--- src/rtl/uart_pkg.sv ---
// uart_pkg: shared state encoding and default sizing for the UART transmit path.
`timescale 1ns/1ps
package uart_pkg;
   typedef enum logic [1:0] {
      IDLE = 2'd0,
      LOAD = 2'd1,
      ARM  = 2'd2,
      SEND = 2'd3
   } tx_state_e;
   localparam int WORD_SIZE_DFLT    = 8;
   localparam int CLKS_PER_BIT_DFLT = 868;
   function automatic int cnt_width(input int n);
      return (n > 1) ? $clog2(n) : 1;
   endfunction
endpackage

--- src/rtl/uart_baud_tick_gen.sv ---
// uart_baud_tick_gen: bit-period counter; ticks on the last count, held at 0 while i_run is low.
`timescale 1ns/1ps
module uart_baud_tick_gen
   import uart_pkg::*;
#(
   parameter int CLKS_PER_BIT = CLKS_PER_BIT_DFLT
) (
   input  logic clk,
   input  logic rst_b,
   input  logic i_run,
   output logic o_tick
);
   localparam int            CW   = cnt_width(CLKS_PER_BIT);
   localparam logic [CW-1:0] LAST = CW'(CLKS_PER_BIT - 1);
   logic [CW-1:0] r_cnt;
   assign o_tick = i_run && (r_cnt == LAST);
   always_ff @(posedge clk or negedge rst_b)
      if (!rst_b)
         r_cnt <= '0;
      else
         r_cnt <= (!i_run || o_tick) ? '0 : r_cnt + 1'b1;
endmodule

--- src/rtl/uart_tx_controller.sv ---
// uart_tx_controller: IDLE/LOAD/ARM/SEND sequencer driving the tx datapath strobes.
// UART_TX_BAUDGEN_EN: replaces the i_bit_tick port with an internal CLKS_PER_BIT tick generator.
`timescale 1ns/1ps
module uart_tx_controller
   import uart_pkg::*;
#(
   parameter int WORD_SIZE    = WORD_SIZE_DFLT,
   parameter int CLKS_PER_BIT = CLKS_PER_BIT_DFLT
) (
   input  logic clk,
   input  logic rst_b,
   input  logic i_wr_en,
`ifndef UART_TX_BAUDGEN_EN
   input  logic i_bit_tick,
`endif
   input  logic i_bc_lt_bcmax,
   output logic o_tx_ready,
   output logic o_tx_done,
   output logic o_load_xmt_datareg,
   output logic o_load_xmt_shiftreg,
   output logic o_start,
   output logic o_shift,
   output logic o_clear
);
   tx_state_e r_state, w_state_nxt;
   logic      w_tick;
   if (WORD_SIZE < 1 || CLKS_PER_BIT < 1) begin : g_bad_cfg
      $error("uart_tx_controller: WORD_SIZE and CLKS_PER_BIT must be positive");
   end
`ifdef UART_TX_BAUDGEN_EN
   // Counter runs only in ARM/SEND, so it restarts from 0 on every ARM entry.
   uart_baud_tick_gen #(
      .CLKS_PER_BIT(CLKS_PER_BIT)
   ) u_baud (
      .clk   (clk),
      .rst_b (rst_b),
      .i_run (r_state == ARM || r_state == SEND),
      .o_tick(w_tick)
   );
`else
   assign w_tick = i_bit_tick;
`endif
   always_ff @(posedge clk or negedge rst_b)
      if (!rst_b)
         r_state <= IDLE;
      else
         r_state <= w_state_nxt;
   // IDLE decodes are qualified by rst_b so no strobe escapes while reset is held.
   always_comb begin
      w_state_nxt         = r_state;
      o_tx_ready          = 1'b0;
      o_tx_done           = 1'b0;
      o_load_xmt_datareg  = 1'b0;
      o_load_xmt_shiftreg = 1'b0;
      o_start             = 1'b0;
      o_shift             = 1'b0;
      o_clear             = 1'b0;
      unique case (r_state)
         IDLE: begin
            o_tx_ready         = rst_b;
            o_load_xmt_datareg = rst_b & i_wr_en;
            w_state_nxt        = i_wr_en ? LOAD : IDLE;
         end
         LOAD: begin
            o_load_xmt_shiftreg = 1'b1;
            w_state_nxt         = ARM;
         end
         ARM: begin
            o_start     = w_tick;
            w_state_nxt = w_tick ? SEND : ARM;
         end
         SEND: begin
            o_shift     = w_tick & i_bc_lt_bcmax;
            o_clear     = w_tick & ~i_bc_lt_bcmax;
            o_tx_done   = w_tick & ~i_bc_lt_bcmax;
            w_state_nxt = (w_tick && !i_bc_lt_bcmax) ? IDLE : SEND;
         end
         default: w_state_nxt = IDLE;
      endcase
   end
endmodule

--- config.mk ---
export PLATFORM = sky130hd
export DESIGN_NAME = uart_tx_controller
export DESIGN_NICKNAME = d
export VERILOG_FILES = /design/src/rtl/uart_pkg.sv /design/src/rtl/uart_baud_tick_gen.sv /design/src/rtl/uart_tx_controller.sv
export SDC_FILE = /design/constraint.sdc
export NUM_CORES = 1
export LEC_CHECK = 0
export BUFFER_PORTS_ARGS = -buffer_cell sky130_fd_sc_hd__buf_2
export CAP_MARGIN = 0
export CORE_AREA = 4 4 41 43
export CTS_BUF_LIST = sky130_fd_sc_hd__clkbuf_8
export DETAILED_ROUTE_END_ITERATION = 10
export DIE_AREA = 0 0 45 47
export PLACE_DENSITY = 0.34
export SLEW_MARGIN = 25
export SYNTH_ARGS = -nofsm -noshare
export SYNTH_HDL_FRONTEND = slang
export SYNTH_SLANG_ARGS = --single-unit
--- constraint.sdc ---
create_clock -name clk -period 2.9 [get_ports clk]
set_input_delay 0.58 -clock clk [delete_from_list [all_inputs] [get_ports clk]]
set_output_delay 0.58 -clock clk [all_outputs]
set_load 0.01 [all_outputs]
After elaboration in Yosys (flattened, before gate mapping)
Cells that the tools add are included.
{"block": "word_totals", "regBits": 2, "latchBits": 0, "rom_bits": 0, "mem_count": 0, "mem_bits_rw": 0, "word_cells": 21, "input_bits": 5}
{"block": "classes", "multipliers": 0, "addsub": 0, "bitwise_logic": 4, "order_cmp": 0, "div": 0, "shift": 0, "n_reduce_logical": 3, "mux": 10, "eq_ne": 3}
{"operator": "1-bit 2-to-1 mux", "n": 8}
{"operator": "2-bit one-hot mux with 4 select lines", "n": 1}
{"operator": "2-bit equality test (second input constant)", "n": 2}
{"operator": "1-bit bitwise AND", "n": 3}
{"operator": "2-bit by 1-bit equality test with 1-bit output (second input constant)", "n": 1}
{"operator": "2-bit logical NOT", "n": 1}
{"operator": "2-bit 2-to-1 mux", "n": 1}
{"operator": "1-bit logical AND", "n": 1}
{"operator": "1-bit logical NOT", "n": 1}
{"operator": "1-bit inverter", "n": 1}

Longest topological paths before layout
{"block": "logic_depth", "depth_word": 4, "mapped_depth": 3, "depth_no_buf": 2}

Least setup slack after synthesis
OpenSTA, ideal clock, no wires.
{"block": "synth_timing", "path_type": "input-to-output", "startpoint": "input port rst_b", "endpoint": "output port o_load_xmt_datareg", "path_stages": 2, "required_ns": 2.320, "setup_slack_ns": 1.163, "arrival_ns": 1.157, "cell_sequence": "nor3b_1 -> and2_1"}
{"block": "synth_via", "elab_chain_len": 2}
{"item": "start, declared", "line": "uart_tx_controller.sv:11", "rtl": "input logic rst_b,"}
{"item": "1-bit bitwise AND", "line": "uart_tx_controller.sv:61", "rtl": "o_load_xmt_datareg = rst_b & i_wr_en;"}
{"item": "1-bit 2-to-1 mux", "line": "uart_tx_controller.sv:58", "rtl": "unique case (r_state)"}
{"item": "end, declared", "line": "uart_tx_controller.sv:19", "rtl": "output logic o_load_xmt_datareg,"}
Every way passes these cells.

Worst setup path after layout
Same ends and word-level chain as after synthesis.

==> impl_metrics.tcl <==
set metrics [dict create \
    core_area_um2 1300 \
    ir_worst_vdd_mv 0.216 \
    period_minus_slack_ps 1740 \
    hold_path.class "in2async" \
    grt_pass1_vias 177 \
    setup_viol 0 \
    crit_top_cell "buf_2" \
    viasPerCell 3.71 \
    post_cts_buffers 0 \
    synth_top_area_share_pct 33.6 \
    clkSinkCount 2 \
    diodes 0 \
    hpwl_um 333 \
    cp_data_required_time_ps 2320 \
    ys_warn_count 0 \
    grt_max_degree 10 \
    end_kind "output port" \
    clockPowerShare_pct 45.6 \
    p_per_area_nw_per_um2 964 \
    synthesis.area_um2 149 \
    cp.arrival_ps 1160 \
    fin_skew_ps 3.87 \
    top_regs "r_state: 2 flops" \
    detail-route-antenna-nets 0 \
    synth-async-reset-ratio_pct 100 \
    max_stage_delay_ps 200 \
    p_switching_mw 0.0775 \
    fmax_ghz 0.576 \
    synthFlopType "dfrtp_1" \
    finalNonFillerCells 45 \
    critical_path.cell_chain "buf_2 -> nor3b_1 -> and2_1 -> buf_2" \
    numCtsBuffers 3 \
    antenna_found_initial 0 \
    critPathSlowestCell "nor3b_1" \
    final_common_cell "buf_2" \
    wl_per_cell_um 9.91 \
    cts.path.max_buffers 2 \
    cts_hold_buf 0 \
    numPortBuffers 11 \
    outcome "completed" \
    layout.nets 37 \
    netSwitchingFraction_pct 32.0 \
    p_leak_nw 0.137 \
    yosysMostFrequentCell "nor2_1" \
    drc 0 \
    routed_wl_um 446 \
    post_cts_resized 0 \
    maxSlewViolCount 0 \
    grt-ovfl-total 0 \
    critPathMaxFanout 3 \
    die_width_um 45 \
    ys_seq_area_share_pct 33.6 \
    clock_latency_ps 210 \
    cts.clk_slew.worst_paths_ps 30 \
    largest_reg_flops 2 \
    finalCritPeriodShare_pct 59.9 \
    synth_edf_count 0 \
    synthToLayoutAreaGrowth_pct 68.9 \
    grt_pass1_wl_um 772 \
    synth.area.top_cells "dfrtp_1, nor2_1, and4b_1, o211a_1, or3b_1" \
    worstSetupPathType "in2out" \
    critPathTopFamily "simple AND/OR/NAND/NOR gates" \
    firstDrtPassIters 2 \
    htreeDepth 1 \
    start_util_pct 11.4 \
    p_comb_share_pct 28.3 \
    rsz0062_at_grt "no" \
    avgSynthCellArea_um2 8.27 \
    worst-slew-pin-transition_ps 235 \
    vias 167 \
    seq_power_share_pct 26.1 \
    dp.cells 42 \
    synth_top_area_cell "dfrtp_1" \
    netlist_instances 18 \
    ys_ff_latch 2 \
    maxCapViolations 0 \
    regMostFlops "r_state" \
    finalHoldViolCount 0 \
    path_buf_inv 2 \
    setup_slack_ps 1160 \
    die_h_um 47 \
    yosysUniqueCellTypes 13 \
    gp_congestion 0.593 \
    cts_tree "done" \
    pre_cts_ws_ps 1150 \
    synth_common_cells "nor2_1, dfrtp_1, nand2_1" \
    drive_gt1_share_pct 46.7 \
    syn_nets 23 \
    die-area_um2 2120 \
    internal-power_mw 0.165 \
    setup_tns_ps 0 \
    layout_common_cells "buf_2, nor2_1, clkbuf_8, nand2_1, dfrtp_1" \
    startpoint_type "input port" \
    drt-initial-drc-count 2 \
    root_buffer "clkbuf_8" \
    ios 12 \
    rows 13 \
    grt_use_total_pct 5.61 \
    max_slew_margin_pct 84.3 \
]
[power by group through the flow]
stage / clock, mW / sequential (mW) / combinational, mW
3_3_place_gp: 0 / 0.0636 / 0.0705
4_1_cts: 0.115 / 0.0643 / 0.0706
3_5_place_dp: 0 / 0.0638 / 0.0707
6_report: 0.110 / 0.0633 / 0.0687
2_1_floorplan: 0 / 0.0479 / 0.0626
5_1_grt: 0.123 / 0.0678 / 0.0777
[area by class of cell]
type	instances	area, µm²
fillers	158	1050
multi-input cells	14	86.3
repair buffers	11	55.1
flip-flops and latches	2	50.0
clock buffers	3	41.3
well taps	15	18.8
[metal layers]
metal | wire length, µm | vias up | GRT usage, %
met1 | 193 | 75 | 5.68
met3 | 57 | 0 | 3.83
met4 | 0 | 0 | 5.26
li1 | - | 84 | -
met5 | 0 | - | 0
met2 | 195 | 8 | 7.63
[final timing paths]
kind / slack (ps) / start / cells past startpoint / end
max: 1160 / rst_b / 4 / o_load_xmt_datareg
min: 150 / rst_b / 1 / r_state[1]$_DFF_PN0_
max reg2reg: 1840 / r_state[0]$_DFF_PN0_ / 2 / r_state[0]$_DFF_PN0_
min reg2reg: 630 / r_state[1]$_DFF_PN0_ / 2 / r_state[1]$_DFF_PN0_
max in group asynchronous: 2640 / rst_b / 1 / r_state[0]$_DFF_PN0_
min in group clk: 630 / r_state[1]$_DFF_PN0_ / 2 / r_state[1]$_DFF_PN0_
[cell families (layout without fill, tap and decap cells)]
logic type	after synthesis	after routing	share of synthesized area, %
DFF	2	2	33.6
and+or+nand+nor	13	13	51.3
AOI/OAI and AO/OA	1	1	6.72
buffers and inverters	2	14	8.40
[metrics by stage]
| step | util, % | power, mW | hold WS, ps | instance area (µm²) |
|---|---|---|---|---|
| final | 19.3 | 0.242 | 152 | 251 |
| after global routing | 19.3 | 0.268 | 148 | 251 |
| after CTS | 19.3 | 0.250 | 147 | 251 |
| after detailed placement | 16.2 | 0.134 | 374 | 210 |
| after global placement | 16.2 | 0.134 | 372 | 210 |
| after floorplan | - | 0.111 | 284 | 149 |
Note: power is estimated with default switching activity, not from simulation.
